$ cat src/rtl/sdram_arb_pkg.sv
// Shared definitions for the SDRAM port arbiter: state/owner codes and default sizing.
package sdram_arb_pkg;

    localparam int unsigned DEF_BURST_LEN  = 8;
    localparam int unsigned DEF_STARVE_MAX = 64;

    typedef enum logic [1:0] {
        ST_IDLE     = 2'd0,
        ST_WR       = 2'd1,
        ST_RD_ISSUE = 2'd2,
        ST_RD_DRAIN = 2'd3
    } arb_state_e;

endpackage

$ cat src/rtl/arb_beat_counter.sv
// Beat counter for read bursts: synchronous clear, increment, terminal flag at BURST_LEN.
module arb_beat_counter #(
    parameter int unsigned BURST_LEN = 8,
    parameter int unsigned CW        = $clog2(BURST_LEN) + 1
) (
    input  logic          in_clk,
    input  logic          in_reset,
    input  logic          clr,
    input  logic          inc,
    output logic [CW-1:0] count,
    output logic          term
);

    logic [CW-1:0] count_q;
    logic [CW-1:0] count_d;

    // Next-count selection; clear wins over increment.
    always_comb begin
        count_d = count_q;
        if (clr) begin
            count_d = '0;
        end else if (inc) begin
            count_d = count_q + CW'(1);
        end else begin
            count_d = count_q;
        end
    end

    // Count register.
    always_ff @(posedge in_clk or negedge in_reset) begin
        if (!in_reset) begin
            count_q <= '0;
        end else begin
            count_q <= count_d;
        end
    end

    assign count = count_q;
    assign term  = (count_q == CW'(BURST_LEN));

endmodule

$ cat src/rtl/sdram_port_arbiter.sv
// Shares the SDRAM controller master port between the image loader (single writes)
// and the VGA line prefetcher (fixed-length read bursts); reads win unless a write is starved.
module sdram_port_arbiter
    import sdram_arb_pkg::*;
#(
    parameter int unsigned ADDR_W     = 25,
    parameter int unsigned DATA_W     = 16,
    parameter int unsigned BURST_LEN  = DEF_BURST_LEN,
    parameter int unsigned STARVE_MAX = DEF_STARVE_MAX
) (
    input  logic              in_clk,
    input  logic              in_reset,
    input  logic              wr_req,
    input  logic [ADDR_W-1:0] wr_addr,
    input  logic [DATA_W-1:0] wr_data,
    output logic              wr_ack,
    input  logic              rd_req,
    input  logic [ADDR_W-1:0] rd_addr,
    output logic              rd_ack,
    output logic              rd_valid,
    output logic [DATA_W-1:0] rd_data,
    output logic              rd_done,
    output logic [ADDR_W-1:0] sd_addr,
    output logic              sd_write,
    output logic [DATA_W-1:0] sd_writedata,
    output logic              sd_read,
    input  logic              sd_waitrequest,
    input  logic [DATA_W-1:0] sd_readdata,
    input  logic              sd_readdatavalid,
    output logic [1:0]        owner
);

    localparam int unsigned CW = $clog2(BURST_LEN) + 1;
    localparam int unsigned SW = $clog2(STARVE_MAX + 1);

    arb_state_e        state_q, state_d;
    logic [ADDR_W-1:0] base_q, base_d;
    logic [SW-1:0]     starve_q, starve_d;
    logic              wr_ack_q, wr_ack_d;
    logic              rd_ack_q, rd_ack_d;
    logic              rd_valid_q, rd_valid_d;
    logic [DATA_W-1:0] rd_data_q, rd_data_d;
    logic              rd_done_q, rd_done_d;
    logic [ADDR_W-1:0] sd_addr_q, sd_addr_d;
    logic              sd_write_q, sd_write_d;
    logic [DATA_W-1:0] sd_writedata_q, sd_writedata_d;
    logic              sd_read_q, sd_read_d;

    logic          issue_clr, issue_inc, issue_term;
    logic          ret_clr, ret_inc, ret_term;
    logic [CW-1:0] issue_cnt, ret_cnt;
    logic          starved, ret_ok;

    arb_beat_counter #(.BURST_LEN(BURST_LEN), .CW(CW)) u_issue_cnt (
        .in_clk(in_clk), .in_reset(in_reset), .clr(issue_clr), .inc(issue_inc),
        .count(issue_cnt), .term(issue_term)
    );

    arb_beat_counter #(.BURST_LEN(BURST_LEN), .CW(CW)) u_ret_cnt (
        .in_clk(in_clk), .in_reset(in_reset), .clr(ret_clr), .inc(ret_inc),
        .count(ret_cnt), .term(ret_term)
    );

    assign starved = wr_req && (starve_q >= SW'(STARVE_MAX));
    // Returns outside a burst window are a controller protocol error and are discarded.
    assign ret_ok  = sd_readdatavalid && !ret_term &&
                     ((state_q == ST_RD_ISSUE) || (state_q == ST_RD_DRAIN));

    // Grant decision, command generation, return forwarding and starvation tracking.
    always_comb begin
        state_d        = state_q;
        base_d         = base_q;
        starve_d       = starve_q;
        wr_ack_d       = 1'b0;
        rd_ack_d       = 1'b0;
        rd_valid_d     = 1'b0;
        rd_data_d      = rd_data_q;
        rd_done_d      = 1'b0;
        sd_addr_d      = sd_addr_q;
        sd_write_d     = sd_write_q;
        sd_writedata_d = sd_writedata_q;
        sd_read_d      = sd_read_q;
        issue_clr      = 1'b0;
        issue_inc      = 1'b0;
        ret_clr        = 1'b0;
        ret_inc        = 1'b0;

        if (ret_ok) begin
            ret_inc    = 1'b1;
            rd_valid_d = 1'b1;
            rd_data_d  = sd_readdata;
            rd_done_d  = (ret_cnt == CW'(BURST_LEN - 1));
        end else begin
            ret_inc    = 1'b0;
        end

        if ((state_q != ST_WR) && wr_req && (starve_q < SW'(STARVE_MAX))) begin
            starve_d = starve_q + SW'(1);
        end else begin
            starve_d = starve_q;
        end

        case (state_q)
            ST_IDLE: begin
                if (rd_req && !starved) begin
                    state_d   = ST_RD_ISSUE;
                    rd_ack_d  = 1'b1;
                    base_d    = rd_addr;
                    sd_addr_d = rd_addr;
                    sd_read_d = 1'b1;
                    issue_clr = 1'b1;
                    ret_clr   = 1'b1;
                end else if (wr_req) begin
                    state_d        = ST_WR;
                    sd_write_d     = 1'b1;
                    sd_addr_d      = wr_addr;
                    sd_writedata_d = wr_data;
                end else begin
                    state_d = ST_IDLE;
                end
            end
            ST_WR: begin
                if (!sd_waitrequest) begin
                    state_d    = ST_IDLE;
                    sd_write_d = 1'b0;
                    wr_ack_d   = 1'b1;
                    starve_d   = '0;
                end else begin
                    state_d = ST_WR;
                end
            end
            ST_RD_ISSUE: begin
                if (!sd_waitrequest && !issue_term) begin
                    issue_inc = 1'b1;
                    if (issue_cnt == CW'(BURST_LEN - 1)) begin
                        state_d   = ST_RD_DRAIN;
                        sd_read_d = 1'b0;
                    end else begin
                        sd_addr_d = base_q + ADDR_W'(issue_cnt) + ADDR_W'(1);
                    end
                end else begin
                    issue_inc = 1'b0;
                end
            end
            ST_RD_DRAIN: begin
                if (ret_term) begin
                    state_d = ST_IDLE;
                end else begin
                    state_d = ST_RD_DRAIN;
                end
            end
            default: begin
                state_d    = ST_IDLE;
                sd_read_d  = 1'b0;
                sd_write_d = 1'b0;
            end
        endcase
    end

    // State and registered outputs.
    always_ff @(posedge in_clk or negedge in_reset) begin
        if (!in_reset) begin
            state_q        <= ST_IDLE;
            base_q         <= '0;
            starve_q       <= '0;
            wr_ack_q       <= 1'b0;
            rd_ack_q       <= 1'b0;
            rd_valid_q     <= 1'b0;
            rd_data_q      <= '0;
            rd_done_q      <= 1'b0;
            sd_addr_q      <= '0;
            sd_write_q     <= 1'b0;
            sd_writedata_q <= '0;
            sd_read_q      <= 1'b0;
        end else begin
            state_q        <= state_d;
            base_q         <= base_d;
            starve_q       <= starve_d;
            wr_ack_q       <= wr_ack_d;
            rd_ack_q       <= rd_ack_d;
            rd_valid_q     <= rd_valid_d;
            rd_data_q      <= rd_data_d;
            rd_done_q      <= rd_done_d;
            sd_addr_q      <= sd_addr_d;
            sd_write_q     <= sd_write_d;
            sd_writedata_q <= sd_writedata_d;
            sd_read_q      <= sd_read_d;
        end
    end

    assign wr_ack       = wr_ack_q;
    assign rd_ack       = rd_ack_q;
    assign rd_valid     = rd_valid_q;
    assign rd_data      = rd_data_q;
    assign rd_done      = rd_done_q;
    assign sd_addr      = sd_addr_q;
    assign sd_write     = sd_write_q;
    assign sd_writedata = sd_writedata_q;
    assign sd_read      = sd_read_q;
    assign owner        = state_q;

endmodule

$ cat config.mk
export PLATFORM = sky130hd
export DESIGN_NAME = sdram_port_arbiter
export DESIGN_NICKNAME = d
export VERILOG_FILES = /design/src/rtl/sdram_arb_pkg.sv /design/src/rtl/arb_beat_counter.sv /design/src/rtl/sdram_port_arbiter.sv
export SDC_FILE = /design/constraint.sdc
export NUM_CORES = 1
export LEC_CHECK = 0
export ABC_AREA = 1
export CORE_MARGIN = 3
export CORE_UTILIZATION = 30
export DETAILED_ROUTE_END_ITERATION = 10
export GPL_TIMING_DRIVEN = 0
export PLACE_DENSITY_LB_ADDON = 0.15
export SLEW_MARGIN = 20
export SYNTH_ARGS = -nofsm -noshare
export SYNTH_HDL_FRONTEND = slang
export SYNTH_SLANG_ARGS = --single-unit
$ cat constraint.sdc
create_clock -name in_clk -period 1.9 [get_ports in_clk]
set_input_delay 0.38 -clock in_clk [delete_from_list [all_inputs] [get_ports in_clk]]
set_output_delay 0.38 -clock in_clk [all_outputs]
set_load 0.03 [all_outputs]
==> out/results.ini, run 1 <==
[worst_setup_path]
crit_type=flip-flop to flip-flop
r2r_slack_ns=0.01
crit_end=sd_addr[24]
worst_r2r_path_depth=14
cp.required_ns=2.18
arrival_ns=2.17
startpoint=u_issue_cnt.count[0]
endpoint_kind=flip-flop
worstPathMaxFanout=7
r2r_start=u_issue_cnt.count[0]
regToRegEndpoint=sd_addr[24]
start_kind=flip-flop

[status]
outcome=finished clean

[global_routing]
grt_pass1_vias=5065
track_usage_pct=17.63
grt_remaining_overflow=0
antenna_found_initial=0
grt_max_degree=59
grt_pass1_wl_microns=27490

[finish]
diodes=0
area_delta_synth_final_pct=47.27
stdcell_area_sq_um=8089
final_layout_size_suffix_gt1_share_pct=15.69
fillCellCount=1791
fin_nets=979

[synth]
synthMuxAreaShare_pct=3.827
avgSynthCellArea_sq_um=7.892
synth_top_family_by_area=simple AND/OR/NAND/NOR gates
synth_xor_area_share_pct=0.7973
yosys.cell_types.count=39
synthSimpleGateAreaFrac_pct=28.13
synthAdderAreaFrac_pct=2.415
synth_commonest_cells=194 x nand2_1, 110 x nor2_1, 105 x dfrtp_1
synthCells=696
synth_edf_count=0
synth-compound-area-share_pct=10.52
yosys.area.top_type=dfrtp_1
synthTopCellsByArea=dfrtp_1 48%, nand2_1 13%, nor2_1 7.5%
synth_nets=794
yosysTopAreaCellShare_pct=47.84
yosysMostFrequentCell=nand2_1
syn-cell-area_sq_um=5493
synthFlopType=dfrtp_1
async_flop_share_pct=100.0
ys_ff_latch=105
yosysSeqAreaShare_pct=47.84
ys_warn_count=0

[worst_hold_path]
min_path_cells=1
hold_path_class=flip-flop to flip-flop
hold_start=u_ret_cnt.count[3]

[cts]
tritoncts=yes
worstSkewPairLatency_ns=0.36
cts_root_buf=clkbuf_16
cts.sinks=105
htree_levels=3
cts_buffers=9
ctsLongestPathBuffers=2
path_clk_slew_ns=0.08

[timing]
worstMarginPinSlew_ns=0.6544
min_period_ns=1.887
post-route-period-util_pct=99.31
rsz0062_at_grt=yes
slew_headroom_pct=56.37
final.setup.tns_ns=0
hold_viol=0
max_freq_mhz=530.0
final.setup_skew_ns=0.01423
setup_violations=0
drv_slew=0

[floorplan]
die-height_microns=141.3
fp.coreArea_sq_um=17600
dieWidth_microns=141.3
io_pins=153
die-area_sq_um=19970
start_util_pct=31.21
rows=48

[power]
total_power_mw=14.17
power_density_nw_per_um2=1752
combPwrFrac_pct=56.6
netSwitchingFraction_pct=45.05
p_clk_share_pct=14.0
p_int_mw=7.786
vdd_drop_max_mv=0.8211
seq_power_share_pct=29.5
p_sw_mw=6.383
p_leak_nw=3.680

[drt]
routed_via_density=4.653
routed-via-count=5169
ant_nets=0
wl_microns=17940
wl_per_cell_microns=16.15
first_iter_violations=239
drtPass1Iterations=4
drc_errors=0

[flow_run]
maxCapViolCount=0

[placed_design]
port_buffers=152
gp_congestion=0.8943
postPlaceCellArea_sq_um=7325
dp_hpwl_microns=12510

## final cells by class
class | count | area [sq um] | share of cell area (%)
Multi-Input combinational cell | 508 | 2709 | 33.49
Sequential cell | 105 | 2630 | 32.51
Timing Repair Buffer | 176 | 1783 | 22.04
Tap cell | 225 | 281.5 | 3.480
Inverter | 59 | 226.5 | 2.800
Clock buffer | 9 | 225.2 | 2.784
Buffer | 22 | 155.1 | 1.918
Clock inverter | 7 | 78.83 | 0.9745
## layout by cell type, fill, tap and decap left out, types with 11 or more instances in the layout
master,instances
o21ai_0,54
nand3_1,32
inv_1,52
clkbuf_16,11
clkdlybuf4s50_1,148
a21oi_1,31
nand2_1,186
dfrtp_1,103
nor2_2,13
nor2_1,95
buf_4,16
## state kept, by name, summed over array words and instances (netlist names), 2 cells and up
signal and count:
sd_addr 25, rd_data 16, base_q 25, sd_writedata 16
u_issue_cnt.count 4, u_ret_cnt.count 4, owner 2, starve_q 7
## through the flow
step	util, %	instances	setup WS, ns	hold slack [ns]
final	45.97	1111	0.01309	0.4718
after global routing	45.97	1111	-0.1068	0.4871
after CTS	44.11	1101	-0.0005358	0.4719
after detailed placement	41.62	1074	-0.5966	0.3686
after global placement	41.46	1073	-3.973	0.4571
after floorplan	-	696	0.1211	0.08441
## cell families after synthesis
logic type	after synthesis
flip-flops	105
adder cells (fa/ha/maj)	10
AND/OR/NAND/NOR	369
XOR/XNOR	5
AO/OA/AOI/OAI	108
buffers and inverters	83
multiplexers	16
## power groups by stage
stage                     clock [mW]  combinational (mW)  sequential (mW)
final                           1.98                8.01             4.18
after global routing            2.11                8.76             4.35
after CTS                       2.03                7.25             4.14
after detailed placement           0                7.02             4.16
after global placement             0                6.99             4.16
after floorplan                    0                3.13             5.34
## worst max-delay path, cell delays in order (launching register included)
cell and delay, ns:
dfrtp_1 0.40, inv_2 0.10, ha_4 0.15, inv_4 0.03, fa_2 0.34, nand2_2 0.09, nand2_2 0.07, nand2_4 0.08
nor2_4 0.06, buf_12 0.13, nand2_2 0.05, nand2_1 0.04, nand2_1 0.05, nand2_1 0.06, a21oi_2 0.16
## routing by layer
metal  wire length [microns]  up-vias  track usage, %
met5                       0        -               0
li1                        -     2614               -
met4                     291        0           5.966
met2                    8069      142           26.89
met1                    8162     2394           24.37
met3                    1416       19           4.651
## how the worst min path moves through the flow
stage | end | slack (ns)
after CTS | rd_done | 0.47
final | rd_done | 0.47
after floorplan | base_q[0] | 0.08
after global routing | rd_done | 0.49
after detailed placement | sd_addr[0] | 0.37
after global placement | rd_done | 0.46
## timing repair
item	in CTS	in global routing
buffers inserted	10	9
pin swaps	11	16
setup endpoints to repair	54	35
gates resized for setup	20	56
hold buffers	1	0
endpoints found under the hold margin	44	0
cloned	0	3
(Power assumes the default switching activity.)
==> inputs of run 2 (changes only) <==
--- a/config.mk
+++ b/config.mk
@@ -6,8 +6,9 @@
 export NUM_CORES = 1
 export LEC_CHECK = 0
 export ABC_AREA = 1
+export ABC_CLOCK_PERIOD_IN_PS = 1900
 export CORE_MARGIN = 3
-export CORE_UTILIZATION = 30
+export CORE_UTILIZATION = 49
 export DETAILED_ROUTE_END_ITERATION = 10
 export GPL_TIMING_DRIVEN = 0
 export PLACE_DENSITY_LB_ADDON = 0.15
==> out/results.ini, run 2 (synthesis gave the netlist of run 1 again) <==
[flow_run]
maxCapViolCount=0

[finish]
fin_util_pct=71.58
final_layout_size_suffix_gt1_share_pct=14.24
final_common_cell=nand2_1
diodes=0
fillCellCount=881
fin_nets=978
layout_common_cells=187 x nand2_1, 147 x clkdlybuf4s50_1, 107 x nor2_1
area_delta_synth_final_pct=41.89

[timing]
min_period_ns=1.885
hold_viol=0
max_freq_mhz=530.5
rsz0062_at_grt=yes
setup_violations=0
drv_slew=0
final.setup_skew_ns=0.01651
worstMarginPinSlew_ns=0.4518
slew_headroom_pct=69.88
worst_slack_ns=0.01484
hold_slack_ns=0.4818
post-route-period-util_pct=99.22
final.setup.tns_ns=0

[placed_design]
post-place-ws_ns=-0.5083
dp_hpwl_microns=12030
gp_congestion=0.8857
port_buffers=152

[worst_setup_path]
worstPathMaxFanout=4
endpoint_kind=flip-flop
crit_path_cell_trace=inv_2, ha_4, inv_4, fa_2, nand2_2, nand2_4, nand2_8, nor2_4, buf_6, xor2_1, nand2_1, a21oi_2
cp.required_ns=2.22
arrival_ns=2.21
crit_path_top_delay_cell=dfrtp_1
crit_type=flip-flop to flip-flop
cp_top_family=adder cells
crit_buf_inv=3
slowest_delay_ns=0.40
start_kind=flip-flop
r2r_slack_ns=0.01

[drt]
route.met3.wl_microns=1657
dr.max_layer_used=met4
routed_via_density=5.383
wl_per_cell_microns=16.80
wl_met1_microns=6830
wl_microns=17220
routed-via-count=5518
first_iter_violations=373
drc_errors=0
route.met2.wl_microns=8148
drtPass1Iterations=6
ant_nets=0

[power]
p_leak_nw=3.603
p_sw_mw=6.330
netSwitchingFraction_pct=46.98
combPwrFrac_pct=59.2
p_int_mw=7.143
seq_power_share_pct=31.1
p_clk_share_pct=9.7
power_density_nw_per_um2=1729
vdd_drop_max_mv=1.130
total_power_mw=13.47

[worst_hold_path]
hold_path_class=flip-flop to flip-flop

[cts]
tritoncts=yes
cts_buffers=9
cts_root_buf=clkbuf_8
ctsLongestPathBuffers=2
worstSkewPairLatency_ns=0.39
path_clk_slew_ns=0.11
cts.sinks=105
htree_levels=3

[floorplan]
die-height_microns=111.9
io_pins=153
rows=38
dieWidth_microns=111.9
start_util_pct=50.45
die-area_sq_um=12520
fp.coreArea_sq_um=10890

[global_routing]
grt_pass1_wl_microns=27310
track_usage_pct=27.21
antenna_found_initial=0
grt_remaining_overflow=0
grt_max_degree=61
grt_pass1_vias=5556

[status]
outcome=finished clean

-- run 2: changes by cell type in the layout (fill, tap and decap cells not counted), moves of 3 or more --
cell       delta
nor2_2       -10
clkbuf_8      +9
clkbuf_16     -9
nor2_1       +12
clkbuf_2      +3
-- run 2: power by group through the flow --
| stage | Clock (mW) | Combinational [mW] | Sequential, mW |
|---|---|---|---|
| floorplan | 0 | 3.13 | 5.34 |
| global placement | 0 | 6.83 | 4.14 |
| detailed placement | 0 | 6.98 | 4.18 |
| CTS | 1.30 | 7.29 | 4.16 |
| global route | 1.40 | 8.64 | 4.36 |
| finish | 1.31 | 7.98 | 4.19 |
-- run 2: worst reg2reg max path, stage by stage (launching register included) --
cell and delay [ns]:
dfrtp_1 0.40, inv_2 0.10, ha_4 0.15, inv_4 0.03, fa_2 0.34, nand2_2 0.11
nand2_4 0.08, nand2_8 0.09, nor2_4 0.05, buf_6 0.13, xor2_1 0.13, nand2_1 0.08
a21oi_2 0.14
-- run 2: layer usage --
layer  global-route usage [%]  vias up
met4                    11.52        0
met1                    34.88     2616
li1                         -     2609
met3                    7.446       39
met5                        0        -
met2                    43.61      254
-- run 2: final cells by class --
type,instances,area [sq um],area share (%)
clock buffer,10,127.6,1.637
clock inverter,6,45.04,0.5779
buffer,24,160.2,2.055
sequential,105,2631,33.76
inverter,59,226.5,2.906
multi-input combinational,509,2679,34.37
timing repair buffer,172,1749,22.44
tap,140,175.2,2.248
-- run 2: final timing paths --
kind | endpoint | startpoint | cells after the start
setup / recovery | sd_addr[8] | u_issue_cnt.count[0] | 12
hold / removal | rd_done | u_ret_cnt.count[3] | 1
setup reg to reg | sd_addr[8] | u_issue_cnt.count[0] | 12
hold reg to reg | rd_done | u_ret_cnt.count[3] | 1
max in group asynchronous | starve_q[2] | in_reset | 3
min in group asynchronous | sd_addr[1] | in_reset | 2
-- run 2: timing repair --
| action | 4_1_cts | 5_1_grt |
|---|---|---|
| gates resized for setup | 22 | 50 |
| cloned | 1 | 3 |
| pin swaps | 10 | 19 |
| endpoints found under the setup margin | 45 | 38 |
| hold buffers | 1 | 0 |
| hold endpoints to repair | 45 | 0 |
| buffers inserted | 8 | 7 |
-- run 2: per-stage QoR --
stage          instances  instance area (sq um)
6_report            1025                   7794
5_1_grt             1025                   7794
4_1_cts             1015                   7518
3_5_place_dp         989                   7218
3_3_place_gp         988                   7189
2_1_floorplan        696                   5493
